===== config.mk =====
export PLATFORM = sky130hd
export DESIGN_NAME = spi_bus_arbiter
export DESIGN_NICKNAME = d
export VERILOG_FILES = /design/src/rtl/spi_arb_pkg.sv /design/src/rtl/spi_bus_arbiter_rr_arbiter.sv /design/src/rtl/spi_bus_arbiter.sv
export SDC_FILE = /design/constraint.sdc
export NUM_CORES = 1
export LEC_CHECK = 0
export CAP_MARGIN = 20
export CORE_MARGIN = 5
export CORE_UTILIZATION = 32
export DETAILED_ROUTE_END_ITERATION = 6
export GPL_ROUTABILITY_DRIVEN = 0
export GPL_TIMING_DRIVEN = 0
export PLACE_DENSITY = 0.64
export SLEW_MARGIN = 30
export SYNTH_ARGS = -nofsm -noshare
export SYNTH_HDL_FRONTEND = slang
export SYNTH_SLANG_ARGS = --single-unit

===== constraint.sdc =====
create_clock -name clk -period 2.55 [get_ports clk]
set_clock_uncertainty 0.1 [all_clocks]
set_input_delay 0.255 -clock clk [delete_from_list [all_inputs] [get_ports clk]]
set_output_delay 0.255 -clock clk [all_outputs]
set_load 0.01 [all_outputs]

===== src/rtl/spi_arb_pkg.sv =====
// Shared definitions for the SPI bus arbiter: FSM states, default timing
// constants and the counter width helper.
package spi_arb_pkg;

  typedef enum logic [2:0] {
    ST_IDLE     = 3'd0,
    ST_SETUP    = 3'd1,
    ST_WAIT_RDY = 3'd2,
    ST_START    = 3'd3,
    ST_WAIT_HI  = 3'd4,
    ST_WAIT_LO  = 3'd5,
    ST_HOLD     = 3'd6,
    ST_GAP      = 3'd7
  } arb_state_e;

  localparam int DEF_SETUP_CYC   = 4;
  localparam int DEF_HOLD_CYC    = 4;
  localparam int DEF_GAP_CYC     = 2;
  localparam int DEF_TIMEOUT_CYC = 1023;

  // Bits needed to hold any value 0..max_val.
  function automatic int cnt_w(input int max_val);
    return (max_val < 2) ? 1 : $clog2(max_val + 1);
  endfunction

endpackage


===== src/rtl/spi_bus_arbiter_rr_arbiter.sv =====
// Combinational round-robin pick: first set request after ptr, with wrap.
module rr_arbiter #(
  parameter int NUM_REQ = 2,
  parameter int IDX_W   = 1
) (
  input  logic [NUM_REQ-1:0] req,
  input  logic [IDX_W-1:0]   ptr,
  output logic [NUM_REQ-1:0] gnt,
  output logic [IDX_W-1:0]   idx,
  output logic               valid
);

  // Scan ptr+1 .. ptr+NUM_REQ so the last winner has lowest priority.
  always_comb begin
    gnt   = '0;
    idx   = '0;
    valid = 1'b0;
    for (int i = 1; i <= NUM_REQ; i++) begin
      if (!valid && req[(int'(ptr) + i) % NUM_REQ]) begin
        valid = 1'b1;
        gnt[(int'(ptr) + i) % NUM_REQ] = 1'b1;
        idx = IDX_W'((int'(ptr) + i) % NUM_REQ);
      end else begin
        valid = valid;
      end
    end
  end

endmodule


===== src/rtl/spi_bus_arbiter.sv =====
// Round-robin owner of a shared spi_master: grants one requester per
// transaction, drives SS and the start/busy byte handshake, routes rx bytes.
module spi_bus_arbiter
  import spi_arb_pkg::*;
#(
  parameter int NUM_REQ     = 2,
  parameter int LEN_W       = 4,
  parameter int SETUP_CYC   = DEF_SETUP_CYC,
  parameter int HOLD_CYC    = DEF_HOLD_CYC,
  parameter int GAP_CYC     = DEF_GAP_CYC,
  parameter int TIMEOUT_CYC = DEF_TIMEOUT_CYC
) (
  input  logic                     clk,
  input  logic                     rst,
  input  logic [NUM_REQ-1:0]       req,
  input  logic [NUM_REQ*LEN_W-1:0] req_len,
  input  logic [NUM_REQ*8-1:0]     req_data,
  output logic [NUM_REQ-1:0]       grant,
  output logic [NUM_REQ-1:0]       byte_ack,
  output logic [7:0]               rx_data,
  output logic [NUM_REQ-1:0]       rx_valid,
  output logic [NUM_REQ-1:0]       done,
  output logic [NUM_REQ-1:0]       error,
  output logic                     spi_start,
  output logic [7:0]               spi_data_in,
  input  logic                     spi_busy,
  input  logic                     spi_chip_rdy,
  input  logic [7:0]               spi_data_out,
  output logic                     ss
);

  localparam int IDX_W   = (NUM_REQ > 1) ? $clog2(NUM_REQ) : 1;
  localparam int CNT_MAX = (TIMEOUT_CYC > SETUP_CYC) ?
                           ((TIMEOUT_CYC > HOLD_CYC) ? TIMEOUT_CYC : HOLD_CYC) :
                           ((SETUP_CYC > HOLD_CYC) ? SETUP_CYC : HOLD_CYC);
  localparam int CNT_W   = cnt_w((CNT_MAX > GAP_CYC) ? CNT_MAX : GAP_CYC);

  // SETUP and HOLD are measured SS-edge to start / busy-fall to SS-edge, so
  // the state itself lasts one cycle less (the neighbouring decision cycle
  // makes up the rest). SETUP_CYC and HOLD_CYC must be at least 2.
  localparam logic [CNT_W-1:0] SETUP_END = CNT_W'(SETUP_CYC - 2);
  localparam logic [CNT_W-1:0] HOLD_END  = CNT_W'(HOLD_CYC - 2);
  localparam logic [CNT_W-1:0] GAP_END   = CNT_W'(GAP_CYC - 1);
  localparam logic [CNT_W-1:0] TO_END    = CNT_W'(TIMEOUT_CYC - 1);

  arb_state_e           state_q, state_d;
  logic [CNT_W-1:0]     cnt_q, cnt_d;
  logic [LEN_W-1:0]     rem_q, rem_d;
  logic [IDX_W-1:0]     idx_q, idx_d;
  logic [IDX_W-1:0]     ptr_q, ptr_d;
  logic [NUM_REQ-1:0]   grant_q, grant_d;
  logic [NUM_REQ-1:0]   byte_ack_q, byte_ack_d;
  logic [7:0]           rx_data_q, rx_data_d;
  logic [NUM_REQ-1:0]   rx_valid_q, rx_valid_d;
  logic [NUM_REQ-1:0]   done_q, done_d;
  logic [NUM_REQ-1:0]   error_q, error_d;
  logic                 spi_start_q, spi_start_d;
  logic [7:0]           spi_data_q, spi_data_d;
  logic                 ss_q, ss_d;

  logic [NUM_REQ-1:0]   arb_gnt_s;
  logic [IDX_W-1:0]     arb_idx_s;
  logic                 arb_valid_s;
  logic [LEN_W-1:0]     win_len_s;
  logic [NUM_REQ-1:0]   win_oh_s;
  logic                 abort_s;

  rr_arbiter #(
    .NUM_REQ (NUM_REQ),
    .IDX_W   (IDX_W)
  ) u_rr (
    .req   (req),
    .ptr   (ptr_q),
    .gnt   (arb_gnt_s),
    .idx   (arb_idx_s),
    .valid (arb_valid_s)
  );

  assign win_len_s = req_len[int'(arb_idx_s) * LEN_W +: LEN_W];
  assign win_oh_s  = {{(NUM_REQ-1){1'b0}}, 1'b1} << idx_q;

  // Next-state and registered-output computation.
  always_comb begin
    state_d     = state_q;
    cnt_d       = cnt_q + CNT_W'(1);
    rem_d       = rem_q;
    idx_d       = idx_q;
    ptr_d       = ptr_q;
    grant_d     = grant_q;
    byte_ack_d  = '0;
    rx_data_d   = rx_data_q;
    rx_valid_d  = '0;
    done_d      = '0;
    error_d     = '0;
    spi_start_d = 1'b0;
    spi_data_d  = spi_data_q;
    ss_d        = ss_q;
    abort_s     = 1'b0;

    case (state_q)
      ST_IDLE: begin
        if (arb_valid_s) begin
          idx_d = arb_idx_s;
          ptr_d = arb_idx_s;
          rem_d = win_len_s;
          if (win_len_s == '0) begin
            done_d  = arb_gnt_s;
            state_d = ST_GAP;
          end else begin
            grant_d = arb_gnt_s;
            ss_d    = 1'b0;
            state_d = ST_SETUP;
          end
        end else begin
          state_d = ST_IDLE;
        end
      end
      ST_SETUP: begin
        if (cnt_q == SETUP_END) state_d = ST_WAIT_RDY;
        else                    state_d = ST_SETUP;
      end
      ST_WAIT_RDY: begin
        // Start, ack and tx byte register together so they appear in START.
        if (spi_chip_rdy && !spi_busy) begin
          spi_start_d = 1'b1;
          byte_ack_d  = win_oh_s;
          spi_data_d  = req_data[int'(idx_q) * 8 +: 8];
          state_d     = ST_START;
        end else if (cnt_q == TO_END) begin
          abort_s = 1'b1;
        end else begin
          state_d = ST_WAIT_RDY;
        end
      end
      ST_START: begin
        state_d = ST_WAIT_HI;
      end
      ST_WAIT_HI: begin
        if (spi_busy)               state_d = ST_WAIT_LO;
        else if (cnt_q == TO_END)   abort_s = 1'b1;
        else                        state_d = ST_WAIT_HI;
      end
      ST_WAIT_LO: begin
        if (!spi_busy) begin
          rx_data_d  = spi_data_out;
          rx_valid_d = win_oh_s;
          rem_d      = rem_q - LEN_W'(1);
          if (rem_q == LEN_W'(1)) state_d = ST_HOLD;
          else                    state_d = ST_WAIT_RDY;
        end else if (cnt_q == TO_END) begin
          abort_s = 1'b1;
        end else begin
          state_d = ST_WAIT_LO;
        end
      end
      ST_HOLD: begin
        if (cnt_q == HOLD_END) begin
          ss_d    = 1'b1;
          done_d  = win_oh_s;
          grant_d = '0;
          state_d = ST_GAP;
        end else begin
          state_d = ST_HOLD;
        end
      end
      ST_GAP: begin
        if (cnt_q == GAP_END) state_d = ST_IDLE;
        else                  state_d = ST_GAP;
      end
      default: begin
        ss_d    = 1'b1;
        grant_d = '0;
        state_d = ST_IDLE;
      end
    endcase

    if (abort_s) begin
      ss_d    = 1'b1;
      done_d  = win_oh_s;
      error_d = win_oh_s;
      grant_d = '0;
      state_d = ST_GAP;
    end else begin
      abort_s = 1'b0;
    end

    if (state_d != state_q) cnt_d = '0;
    else                    cnt_d = cnt_d;
  end

  // State and output registers; ptr resets to the last requester so 0 wins first.
  always_ff @(posedge clk or negedge rst) begin
    if (!rst) begin
      state_q     <= ST_IDLE;
      cnt_q       <= '0;
      rem_q       <= '0;
      idx_q       <= '0;
      ptr_q       <= IDX_W'(NUM_REQ - 1);
      grant_q     <= '0;
      byte_ack_q  <= '0;
      rx_data_q   <= 8'h00;
      rx_valid_q  <= '0;
      done_q      <= '0;
      error_q     <= '0;
      spi_start_q <= 1'b0;
      spi_data_q  <= 8'h00;
      ss_q        <= 1'b1;
    end else begin
      state_q     <= state_d;
      cnt_q       <= cnt_d;
      rem_q       <= rem_d;
      idx_q       <= idx_d;
      ptr_q       <= ptr_d;
      grant_q     <= grant_d;
      byte_ack_q  <= byte_ack_d;
      rx_data_q   <= rx_data_d;
      rx_valid_q  <= rx_valid_d;
      done_q      <= done_d;
      error_q     <= error_d;
      spi_start_q <= spi_start_d;
      spi_data_q  <= spi_data_d;
      ss_q        <= ss_d;
    end
  end

  assign grant       = grant_q;
  assign byte_ack    = byte_ack_q;
  assign rx_data     = rx_data_q;
  assign rx_valid    = rx_valid_q;
  assign done        = done_q;
  assign error       = error_q;
  assign spi_start   = spi_start_q;
  assign spi_data_in = spi_data_q;
  assign ss          = ss_q;

endmodule


==> parameters.txt <==
Parameter                              Value

Status
  Status    finished, final reports clean

Setup path
  Terminus of the critical flop-to-flop path    cnt_q[3]$_DFF_PN0_
  Startpoint of the worst register-to-register path    cnt_q[6]$_DFF_PN0_
  Worst Reg2Reg Path Length in Cells    5
  Minimum setup slack among reg-to-reg paths    between 0.1 and 0.15 ns
  Required @ worst endpoint    about 2.6 ns
  Type of element capturing the critical path    register
  Highest net fanout along the worst path    10
  Class of the most critical setup path    reg -> reg
  Type of origin of the critical path    register
  Worst path arrival time    2.46 ns

Finish
  Most frequent cells in the layout    sky130_fd_sc_hd__clkdlybuf4s50_1 (63), sky130_fd_sc_hd__nand2_1 (51), sky130_fd_sc_hd__dfrtp_1 (45), sky130_fd_sc_hd__o21ai_0 (15), sky130_fd_sc_hd__nor2_1 (13)
  Leading cell type in the layout, fill and taps excluded    sky130_fd_sc_hd__clkdlybuf4s50_1
  Layout-stage area growth over the synthesis result    36.3%
  Net count of the finished layout    370
  Layout cells sized above 1    under 10%
  N_diodes    0
  Non-filler cells in the finished layout    427

Timing
  Final setup violation count    0
  Total Negative Setup Slacks    0 ns
  Final count of hold timing violations    0
  RSZ-0062 raised after global routing    no
  Worst-margin pin slew    approximately 0.63 ns
  Fraction of the cycle the final worst path needs    a little over nine tenths
  Least setup slack across all paths after layout    approximately 0.14 ns
  Slew Viols, Final    0
  Headroom to the max-slew limit    57.8%
  Clock period minus final worst setup slack    between 2 and 2.5 ns
  Achievable clock frequency    just over 400 MHz

Placement
  Pre-CTS setup slack    -0.0943 ns
  Port Buffers    64
  Number of placed cells counting well taps    approximately 420
  HPWL after detailed placement    ~4400 um

Clocking
  Deepest clock path buffer count    2
  Clock tree from TritonCTS    done
  Number of buffers created by CTS    5
  TritonCTS sink count    47
  Skew-Pair Late Insertion Delay    ~0.3 ns
  H-Tree Level Count    2
  Library cell used as clock root buffer    sky130_fd_sc_hd__clkbuf_8
  Post-CTS Setup Inserts    0
  Clock-pin slew on the worst setup and hold paths    roughly 0.090 ns

Drt
  Detail Route met2 WL    2810 um
  Detailed route wirelength on metal3    approximately 260 um
  Avg WL per Cell    approximately 14 um
  Number of nets still failing antenna checks after routing    0
  Post-route met1 wirelength    2740 um
  Count of vias placed by the detailed router    ~2.1k
  Top Metal Used    met4
  Via-to-Cell Ratio    approximately 5
  DRT Wirelength    5850 um
  Number of design rule violations left after detail routing    0
  Number of search-and-repair iterations in the first detailed-routing pass    4
  DR iter-0 viols    126

Synth
  Mean cell area of the mapped netlist    9.60 um^2
  Count of yosys warnings during synthesis    0
  Mapped cell area    ~2400 um^2
  Top cell type by total area after synthesis    sky130_fd_sc_hd__dfrtp_1
  Sequential element share of the synthesized area    48.2%
  Net count after synthesis    298
  Mapped Cells    ~260
  Synth top area cells    sky130_fd_sc_hd__dfrtp_1 (46%), sky130_fd_sc_hd__nand2_1 (7.8%), sky130_fd_sc_hd__mux2i_1 (4.5%)
  Number of flops mapped to enable cells by yosys    0
  Count of distinct cell types in the synthesized netlist    53
  Leading register cell type out of synthesis    sky130_fd_sc_hd__dfrtp_1
  Yosys reg bits    47
  Area fraction of the dominant cell type after synthesis    46.0%
  Share of synthesized registers carrying an async set or reset    100%

Global routing
  Largest net degree at the start of global routing    48
  Number of antenna violations at the first check in global routing    0
  Via count of the first global-routing pass    2130
  Total grt overflow    0
  GR Util All Layers    between 10 and 15%
  Wire length of the first global-routing pass    approximately 10000 um

Pwr
  Pwr per Cell Area    around 960 nW/um^2
  Peak supply drop    0.319 mV
  Static power due to leakage    ~0.0014 uW
  Total Power    about 3200 uW

Floorplan
  Die span in x    approximately 100 um
  Row count    31
  Number of top-level pins    66
  Die Area    about 9500 um^2
  Core ar.    approximately 7300 um^2
  Overall die height    97.5 um
  Starting density of the core    roughly 33%

Run
  Maximum Capacitance Violations    0

Worst hold path
  Hold wc startpoint    req[0]
  Type of the most critical hold path    in -> reg
  End point of the worst hold path    ptr_q$_DFFE_PN1P_
  Depth of the worst hold-timing path    2
==> worst max path at each step <==
stage / depth (start not counted) / slack [ns] / from / endpoint
after floorplan: 5 / 0.47 / cnt_q[6]$_DFF_PN0_ / cnt_q[2]$_DFF_PN0_
after global placement: 1 / -0.27 / rst / grant[0]$_DFFE_PN0P_
after detailed placement: 6 / -0.09 / req[1] / cnt_q[3]$_DFF_PN0_
after CTS: 5 / 0.12 / cnt_q[6]$_DFF_PN0_ / cnt_q[3]$_DFF_PN0_
after global routing: 6 / 0.008 / state_q[0]$_DFF_PN0_ / cnt_q[2]$_DFF_PN0_
final: 5 / 0.14 / cnt_q[6]$_DFF_PN0_ / cnt_q[3]$_DFF_PN0_
==> sequential cells by signal, summed over array words and instances, names as in the netlist <==
signal / count
byte_ack: 2
rx_data: 8
ptr_q: 1
error: 2
done: 2
idx_q: 1
spi_start: 1
grant: 2
cnt_q: 10
spi_data_in: 8
state_q: 3
rem_q: 4
ss: 1
rx_valid: 2
==> cell usage after synthesis (2+ instances only) <==
master	n
sky130_fd_sc_hd__ha_1	5
sky130_fd_sc_hd__nand2b_1	3
sky130_fd_sc_hd__o22ai_1	2
sky130_fd_sc_hd__nor4_1	12
sky130_fd_sc_hd__o21ai_1	2
sky130_fd_sc_hd__or4_1	2
sky130_fd_sc_hd__nor3_1	5
sky130_fd_sc_hd__nand3_1	8
sky130_fd_sc_hd__clkbuf_1	6
sky130_fd_sc_hd__nor3b_1	3
sky130_fd_sc_hd__mux2i_1	11
sky130_fd_sc_hd__nand2_1	51
sky130_fd_sc_hd__buf_4	3
sky130_fd_sc_hd__a31oi_1	2
sky130_fd_sc_hd__nand3b_1	3
sky130_fd_sc_hd__o2bb2ai_1	2
sky130_fd_sc_hd__inv_1	12
sky130_fd_sc_hd__xor2_1	4
sky130_fd_sc_hd__o31ai_1	2
sky130_fd_sc_hd__nor3_2	2
sky130_fd_sc_hd__xnor2_1	4
sky130_fd_sc_hd__dfrtp_1	45
sky130_fd_sc_hd__dfstp_2	2
sky130_fd_sc_hd__a22o_1	2
sky130_fd_sc_hd__nor2_1	14
sky130_fd_sc_hd__a21oi_1	3
sky130_fd_sc_hd__or4_4	2
sky130_fd_sc_hd__o21ai_0	15
sky130_fd_sc_hd__nor2b_1	2
sky130_fd_sc_hd__o211ai_1	3
==> critical path, stage by stage, from the launching register on <==
cell	delay, ns
sky130_fd_sc_hd__dfrtp_1	0.43
sky130_fd_sc_hd__or4_4	0.57
sky130_fd_sc_hd__nor3_2	0.36
sky130_fd_sc_hd__a31oi_1	0.17
sky130_fd_sc_hd__a32oi_2	0.50
sky130_fd_sc_hd__nor4_1	0.13
==> stage by stage <==
stage,instance area (um^2),utilization [%],hold slack [ns]
5_1_grt,3340,45.5,0.219
6_report,3340,45.5,0.228
3_3_place_gp,3210,43.8,0.360
4_1_cts,3340,45.5,0.201
2_1_floorplan,2450,-,-0.141
3_5_place_dp,3210,43.8,0.203
==> where the power goes <==
part / internal (uW) / switching (uW)
registers: 988 / 137
logic: 699 / 819
clock network: 295 / 257
==> cell type report <==
| cell class | count | area [um^2] |
|---|---|---|
| tap | 99 | 124 |
| multi-input combinational | 184 | 1160 |
| timing repair buffer | 65 | 648 |
| buffer | 12 | 65.1 |
| fill | 692 | 3990 |
| inverter | 12 | 45.0 |
| clock inverter | 3 | 46.3 |
| clock buffer | 5 | 68.8 |
| sequential | 47 | 1180 |
==> layer usage <==
layer	up-vias	track usage (%)
met2	41	21.8
met3	5	3.02
li1	1046	-
met1	1007	15.7
met5	-	0
met4	0	3.19
==> logic make-up (layout without fill, tap and decap cells) <==
family	after synthesis	count (layout)	synth area share (%)
AND/OR/NAND/NOR	113	113	23.7
XOR/XNOR	8	8	2.86
AO/OA/AOI/OAI	47	47	13.8
adder cells (fa/ha/maj)	5	5	2.56
multiplexers	11	11	4.50
flip-flops	47	47	48.2
buffers and inverters	24	97	4.50
==> timing repair <==
action	4_1_cts	5_1_grt
endpoints found under the setup margin	2	1
gates resized for setup	1	0
hold buffers	1	0
pin swaps	0	1
hold endpoints to repair	45	0
Note: power is estimated with default switching activity, not from simulation.
